## src/rtl/addr_decode_ws_if.sv

```systemverilog
// Bus-side signal bundle for addr_decode_ws: the CPU cycle strobes in, and
// the chip selects, ready and status pulses back out.
interface addr_decode_ws_if #(
  parameter int ADDR_W      = 16,
  parameter int NUM_REGIONS = 2
);
  logic [ADDR_W-1:0]      addr;
  logic                   cyc_start;
  logic                   cyc_end;
  logic [NUM_REGIONS-1:0] cs;
  logic                   rdy;
  logic                   unmapped;
  logic                   overrun;
  logic                   busy;

  modport master (
    output addr, cyc_start, cyc_end,
    input  cs, rdy, unmapped, overrun, busy
  );

  modport slave (
    input  addr, cyc_start, cyc_end,
    output cs, rdy, unmapped, overrun, busy
  );
endinterface

```

## src/rtl/addr_decode_ws.sv

```systemverilog
// 6502 address decoder: matches the started address against base/mask windows,
// drives registered one-hot chip selects and stretches rdy by the region's wait count.
module addr_decode_ws #(
  parameter int                            ADDR_W      = 16,
  parameter int                            NUM_REGIONS = 2,
  parameter int                            WAIT_W      = 4,
  parameter logic [NUM_REGIONS*ADDR_W-1:0] REGION_BASE = {16'h8000, 16'h0000},
  parameter logic [NUM_REGIONS*ADDR_W-1:0] REGION_MASK = {16'h8000, 16'h8000},
  parameter logic [NUM_REGIONS*WAIT_W-1:0] REGION_WAIT = {4'd2, 4'd0}
) (
  input  logic              clk,
  input  logic              rst,
  addr_decode_ws_if.slave   bus
);

  localparam int IDX_W = (NUM_REGIONS > 1) ? $clog2(NUM_REGIONS) : 1;

  typedef enum logic [1:0] {
    ST_IDLE = 2'd0,
    ST_WAIT = 2'd1,
    ST_HOLD = 2'd2
  } state_t;

  state_t                 state_r, state_s;
  logic [NUM_REGIONS-1:0] cs_r, cs_s, match_s;
  logic                   rdy_r, rdy_s;
  logic                   unmapped_r, unmapped_s;
  logic                   overrun_r, overrun_s;
  logic                   busy_r;
  logic [WAIT_W-1:0]      cnt_r, cnt_s, hit_wait_s;
  logic [IDX_W-1:0]       hit_idx_s;
  logic                   hit_s;
  logic                   start_new_s;

  // Window match; scanning downward lets the lowest matching index win.
  always_comb begin
    match_s    = {NUM_REGIONS{1'b0}};
    hit_idx_s  = {IDX_W{1'b0}};
    hit_wait_s = {WAIT_W{1'b0}};
    for (int i = NUM_REGIONS - 1; i >= 0; i--) begin
      match_s[i] = ((bus.addr & REGION_MASK[i*ADDR_W +: ADDR_W]) ==
                    (REGION_BASE[i*ADDR_W +: ADDR_W] & REGION_MASK[i*ADDR_W +: ADDR_W]));
      hit_idx_s  = match_s[i] ? IDX_W'(i) : hit_idx_s;
      hit_wait_s = match_s[i] ? REGION_WAIT[i*WAIT_W +: WAIT_W] : hit_wait_s;
    end
    hit_s = |match_s;
  end

  // Next-state and next-output logic; a start from HOLD is a combined end+start.
  always_comb begin
    state_s     = state_r;
    cs_s        = cs_r;
    rdy_s       = rdy_r;
    cnt_s       = cnt_r;
    unmapped_s  = 1'b0;
    overrun_s   = 1'b0;
    start_new_s = 1'b0;

    case (state_r)
      ST_IDLE: begin
        start_new_s = bus.cyc_start;
      end
      ST_WAIT: begin
        overrun_s = bus.cyc_start;
        if (bus.cyc_end) begin
          state_s = ST_IDLE;
          cs_s    = {NUM_REGIONS{1'b0}};
          rdy_s   = 1'b1;
          cnt_s   = {WAIT_W{1'b0}};
        end else if (cnt_r == {WAIT_W{1'b0}}) begin
          state_s = ST_HOLD;
          rdy_s   = 1'b1;
        end else begin
          cnt_s = cnt_r - WAIT_W'(1);
        end
      end
      ST_HOLD: begin
        if (bus.cyc_start) begin
          start_new_s = 1'b1;
        end else if (bus.cyc_end) begin
          state_s = ST_IDLE;
          cs_s    = {NUM_REGIONS{1'b0}};
        end else begin
          start_new_s = 1'b0;
        end
      end
      default: begin
        state_s = ST_IDLE;
        cs_s    = {NUM_REGIONS{1'b0}};
        rdy_s   = 1'b1;
        cnt_s   = {WAIT_W{1'b0}};
      end
    endcase

    if (start_new_s) begin
      cs_s = {NUM_REGIONS{1'b0}};
      if (hit_s) begin
        cs_s[hit_idx_s] = 1'b1;
        if (hit_wait_s == {WAIT_W{1'b0}}) begin
          state_s = ST_HOLD;
          rdy_s   = 1'b1;
          cnt_s   = {WAIT_W{1'b0}};
        end else begin
          state_s = ST_WAIT;
          rdy_s   = 1'b0;
          cnt_s   = hit_wait_s - WAIT_W'(1);
        end
      end else begin
        state_s    = ST_IDLE;
        rdy_s      = 1'b1;
        cnt_s      = {WAIT_W{1'b0}};
        unmapped_s = 1'b1;
      end
    end else begin
      unmapped_s = 1'b0;
    end
  end

  // State and output registers.
  always_ff @(posedge clk or posedge rst) begin
    if (rst) begin
      state_r    <= ST_IDLE;
      cs_r       <= {NUM_REGIONS{1'b0}};
      rdy_r      <= 1'b1;
      cnt_r      <= {WAIT_W{1'b0}};
      unmapped_r <= 1'b0;
      overrun_r  <= 1'b0;
      busy_r     <= 1'b0;
    end else begin
      state_r    <= state_s;
      cs_r       <= cs_s;
      rdy_r      <= rdy_s;
      cnt_r      <= cnt_s;
      unmapped_r <= unmapped_s;
      overrun_r  <= overrun_s;
      busy_r     <= (state_s != ST_IDLE);
    end
  end

  assign bus.cs       = cs_r;
  assign bus.rdy      = rdy_r;
  assign bus.unmapped = unmapped_r;
  assign bus.overrun  = overrun_r;
  assign bus.busy     = busy_r;

endmodule

```

## src/flat_wrapper.sv

```systemverilog
// flat-port wrapper written by rule: the top's interface ports become plain ports
module addr_decode_ws_flat 
#(
  parameter int                            ADDR_W      = 16,
  parameter int                            NUM_REGIONS = 2,
  parameter int                            WAIT_W      = 4,
  parameter logic [NUM_REGIONS*ADDR_W-1:0] REGION_BASE = {16'h8000, 16'h0000},
  parameter logic [NUM_REGIONS*ADDR_W-1:0] REGION_MASK = {16'h8000, 16'h8000},
  parameter logic [NUM_REGIONS*WAIT_W-1:0] REGION_WAIT = {4'd2, 4'd0}
)
  (clk, rst, bus_addr, bus_cyc_start, bus_cyc_end, bus_cs, bus_rdy, bus_unmapped, bus_overrun, bus_busy);
  addr_decode_ws_if #(.ADDR_W(ADDR_W), .NUM_REGIONS(NUM_REGIONS)) bus_i ();
  input  logic clk;
  input  logic rst;
  input wire logic [$bits(bus_i.addr)-1:0] bus_addr;
  input wire logic [$bits(bus_i.cyc_start)-1:0] bus_cyc_start;
  input wire logic [$bits(bus_i.cyc_end)-1:0] bus_cyc_end;
  output wire logic [$bits(bus_i.cs)-1:0] bus_cs;
  output wire logic [$bits(bus_i.rdy)-1:0] bus_rdy;
  output wire logic [$bits(bus_i.unmapped)-1:0] bus_unmapped;
  output wire logic [$bits(bus_i.overrun)-1:0] bus_overrun;
  output wire logic [$bits(bus_i.busy)-1:0] bus_busy;
  assign bus_i.addr = bus_addr;
  assign bus_i.cyc_start = bus_cyc_start;
  assign bus_i.cyc_end = bus_cyc_end;
  assign bus_cs = bus_i.cs;
  assign bus_rdy = bus_i.rdy;
  assign bus_unmapped = bus_i.unmapped;
  assign bus_overrun = bus_i.overrun;
  assign bus_busy = bus_i.busy;
  addr_decode_ws #(.ADDR_W(ADDR_W), .NUM_REGIONS(NUM_REGIONS), .WAIT_W(WAIT_W), .REGION_BASE(REGION_BASE), .REGION_MASK(REGION_MASK), .REGION_WAIT(REGION_WAIT)) u_core (.clk(clk), .rst(rst), .bus(bus_i));
endmodule
```

## config.mk

```make
export PLATFORM = sky130hd
export DESIGN_NAME = addr_decode_ws_flat
export DESIGN_NICKNAME = d
export VERILOG_FILES = /design/src/rtl/addr_decode_ws_if.sv /design/src/rtl/addr_decode_ws.sv /design/src/flat_wrapper.sv
export SDC_FILE = /design/constraint.sdc
export NUM_CORES = 1
export LEC_CHECK = 0
export CORE_MARGIN = 4
export CORE_UTILIZATION = 41
export CTS_BUF_LIST = sky130_fd_sc_hd__clkbuf_4 sky130_fd_sc_hd__clkbuf_8 sky130_fd_sc_hd__clkbuf_16
export DETAILED_ROUTE_END_ITERATION = 10
export PLACE_DENSITY = 0.86
export SLEW_MARGIN = 20
export SYNTH_ARGS = -nofsm -noshare
export SYNTH_HDL_FRONTEND = slang
export SYNTH_SLANG_ARGS = --single-unit
```

## constraint.sdc

```tcl
create_clock -name clk -period 2.3 [get_ports clk]
set_input_delay 0.345 -clock clk [delete_from_list [all_inputs] [get_ports clk]]
set_output_delay 0.345 -clock clk [all_outputs]
set_load 0.02 [all_outputs]
```

==> impl_metrics.toml <==
[floorplan]
io_pins = 26
chipWidth_um = 47.80
core_area_um2 = 1506
dieHeight_um = 47.80
initial_core_util = 0.4311
rows = 14
die-area_um2 = 2284

[place]
dp_cells = 93
dpl_cell_area_um2 = 752.0
portBuffers = 9
dpl_worst_slack_ns = 0.3781
dp_hpwl_mm = 1.016
gp_congestion = 0.8324

[logic_synthesis]
yosysTopAreaCell = "dfrtp_1"
yosysMostFrequentCell = "dfrtp_1"
synth_seq_area_share = 0.4258
synth-seq-cells = 11
syn-num-nets = 95
avgSynthCellArea_um2 = 9.411
synth_compound_area_frac = 0.1869
synth.top_cell.area_share = 0.3854
synth_edf_count = 0
yosys.area_share.simple = 0.2081
synth_top_family_by_area = "simple AND/OR/NAND/NOR gates"
yosys-top-cells-count = "dfrtp_1 (10), inv_1 (8), nand2_1 (7), nor2_1 (7), ha_1 (6)"
synth-main-ff-cell = "dfrtp_1"
syn_area_um2 = 649.4
yosys_warnings = 0
synthMuxAreaShare = 0
synthCells = 69
ys_top_cells_by_area = "dfrtp_1 (39%), ha_1 (12%), inv_1 (4.6%)"
synthAdderAreaFrac = 0.1156
synth_xor_area_frac = 0
async_reset_ff_frac = 1.000
synth_cell_types = 29

[global_route]
grt_use_met3 = 0.01128
gr-max-usage-layer = "met2"
grt_pass1_vias = 467
grtUsageMet1 = 0.1464
antenna_found_initial = 0
grt_max_degree = 12
gr-total-overflow = 0
grtUsageTotal = 0.1232
grtUsageMet2 = 0.2084
grt_pass1_wl_mm = 1.918

[drt]
vias = 543
ant_nets = 0
via_per_inst = 5.598
drcViolationCount = 0
drt_iter0_markers = 19
drt_wl_total_mm = 1.287
dr.pass1.iters = 4
wire_per_inst_um = 13.27

[final_layout]
area_delta_synth_final_pct = 20.42
nets = 108
diodes = 0
drive_gt1_frac = 0.1111
design_area_um2 = 782.0
stdcell_count = 97

[sta]
grt_setup_unrepaired = "no"
finalMaxSlewViolations = 0
fin_crit_sh = 0.7835
max_freq_ghz = 0.5549
whs_ns = 0.3565
worst_clock_skew_ns = 0.0008544
setup_tns_ns = 0
setup_viol = 0
period_needed_ns = 1.802
hold_violations = 0
layout_setup_ws_ns = 0.4980

[critical_path]
critPathBufInv = 1
cp_top_family = "simple AND/OR/NAND/NOR gates"
cp_cell_sequence = "inv_1 > ha_1 > nor4b_2 > a221oi_1 > or3_1 > o311ai_1"
worstSetupEndpointType = "flip-flop"
worstPathMaxFanout = 7
reg2regPathDepth = 6
slowest_stage = "dfrtp_1"
worstPathRequired_ns = 2.47
crit_end = "u_core.bus.busy"
cp.arrival_ns = 1.97
r2r_end = "u_core.bus.busy"
reg2reg_from = "u_core.state_r[0]"
critPathMaxStageDelay_ns = 0.39
critPathLaunch = "u_core.state_r[0]"
startpoint_type = "flip-flop"
worst-path-stages = 6
reg2reg_slack_ns = 0.50
worstSetupPathType = "reg2reg"

[job]
max_cap_viol_count = 0

[clock_tree]
cts_tree = "built"
path_clk_slew_ns = 0.07
cts.htree.levels = 1
clock_latency_ns = 0.27
cts.repair.resized = 0
root_buffer = "clkbuf_4"
cts.sinks = 11
max-clock-path-buffers = 2
cts_buffers = 3
cts_setup_buffers = 0
postCtsHoldBufs = 0

[power]
vdd_drop_max_mv = 0.4081
p_per_area_nw_per_um2 = 1147
p_leak_nw = 0.3432

[status]
outcome = "finished, final reports clean"

[worst_hold_path]
hp-class = "in2async"
==> area by class of cell <==
type / count / area (µm²)
fillers: 136 / 724.4
multi-input cells: 49 / 335.3
flip-flops and latches: 11 / 276.5
repair buffers: 9 / 90.09
clock buffers: 4 / 30.03
inverters: 8 / 30.03
well taps: 16 / 20.02
==> power breakdown <==
group	internal (mW)	switching [mW]	leakage (nW)	total, mW
registers	0.259	0.0391	0.142	0.299
logic	0.196	0.254	0.183	0.450
clock network	0.0791	0.0692	0.0184	0.148
==> state kept, by name, indices dropped and copies added, names as in the netlist <==
| signal | count |
|---|---|
| u_core.bus.busy | 1 |
| u_core.bus.cs | 2 |
| u_core.bus.overrun | 1 |
| u_core.bus.rdy | 1 |
| u_core.cnt_r | 4 |
| u_core.state_r | 2 |
==> routing by layer <==
| metal | share of wire | wire length [µm] |
|---|---|---|
| met4 | 0.032 | 41 |
| met3 | 0.080 | 103 |
| met2 | 0.47 | 605 |
| met5 | 0 | 0 |
| met1 | 0.42 | 536 |
==> worst register-to-register path, cell delays in order (launching register included) <==
cell and delay (ns):
dfrtp_1 0.39, inv_1 0.10, ha_1 0.30, nor4b_2 0.39, a221oi_1 0.08, or3_1 0.34, o311ai_1 0.11
==> per-stage QoR <==
step	total power, mW	util
final	0.8972	0.5191
after global routing	0.9607	0.5191
after CTS	0.8992	0.5191
after detailed placement	0.7478	0.4992
after global placement	0.7276	0.4992
after floorplan	0.6037	-
==> worst min path at each step <==
stage,startpoint,endpoint,slack [ns],depth (start not counted)
after global placement,u_core.bus.cs[0],u_core.bus.cs[0],0.49,2
after detailed placement,u_core.cnt_r[3],u_core.cnt_r[3],0.51,1
after CTS,rst,u_core.bus.cs[1],0.37,2
after floorplan,rst,u_core.bus.busy,0.20,1
final,rst,u_core.bus.overrun,0.36,2
after global routing,rst,u_core.bus.overrun,0.41,2
==> logic make-up after synthesis <==
| group | after synthesis |
|---|---|
| AND/OR/NAND/NOR | 24 |
| AO/OA/AOI/OAI | 18 |
| flip-flops | 11 |
| buffers and inverters | 9 |
| adder cells (fa/ha/maj) | 6 |
| other | 1 |
==> placed cells by master (no fill, tap or decap), types with 2 or more instances in the layout <==
master and n:
clkdlybuf4s50_1 9, dfrtp_1 10, nand2_1 7, clkbuf_4 4, a221oi_1 2, inv_1 8, o21ai_1 3, nor2_1 7
ha_1 6, o21ai_0 5
Note: power is estimated with default switching activity, not from simulation.
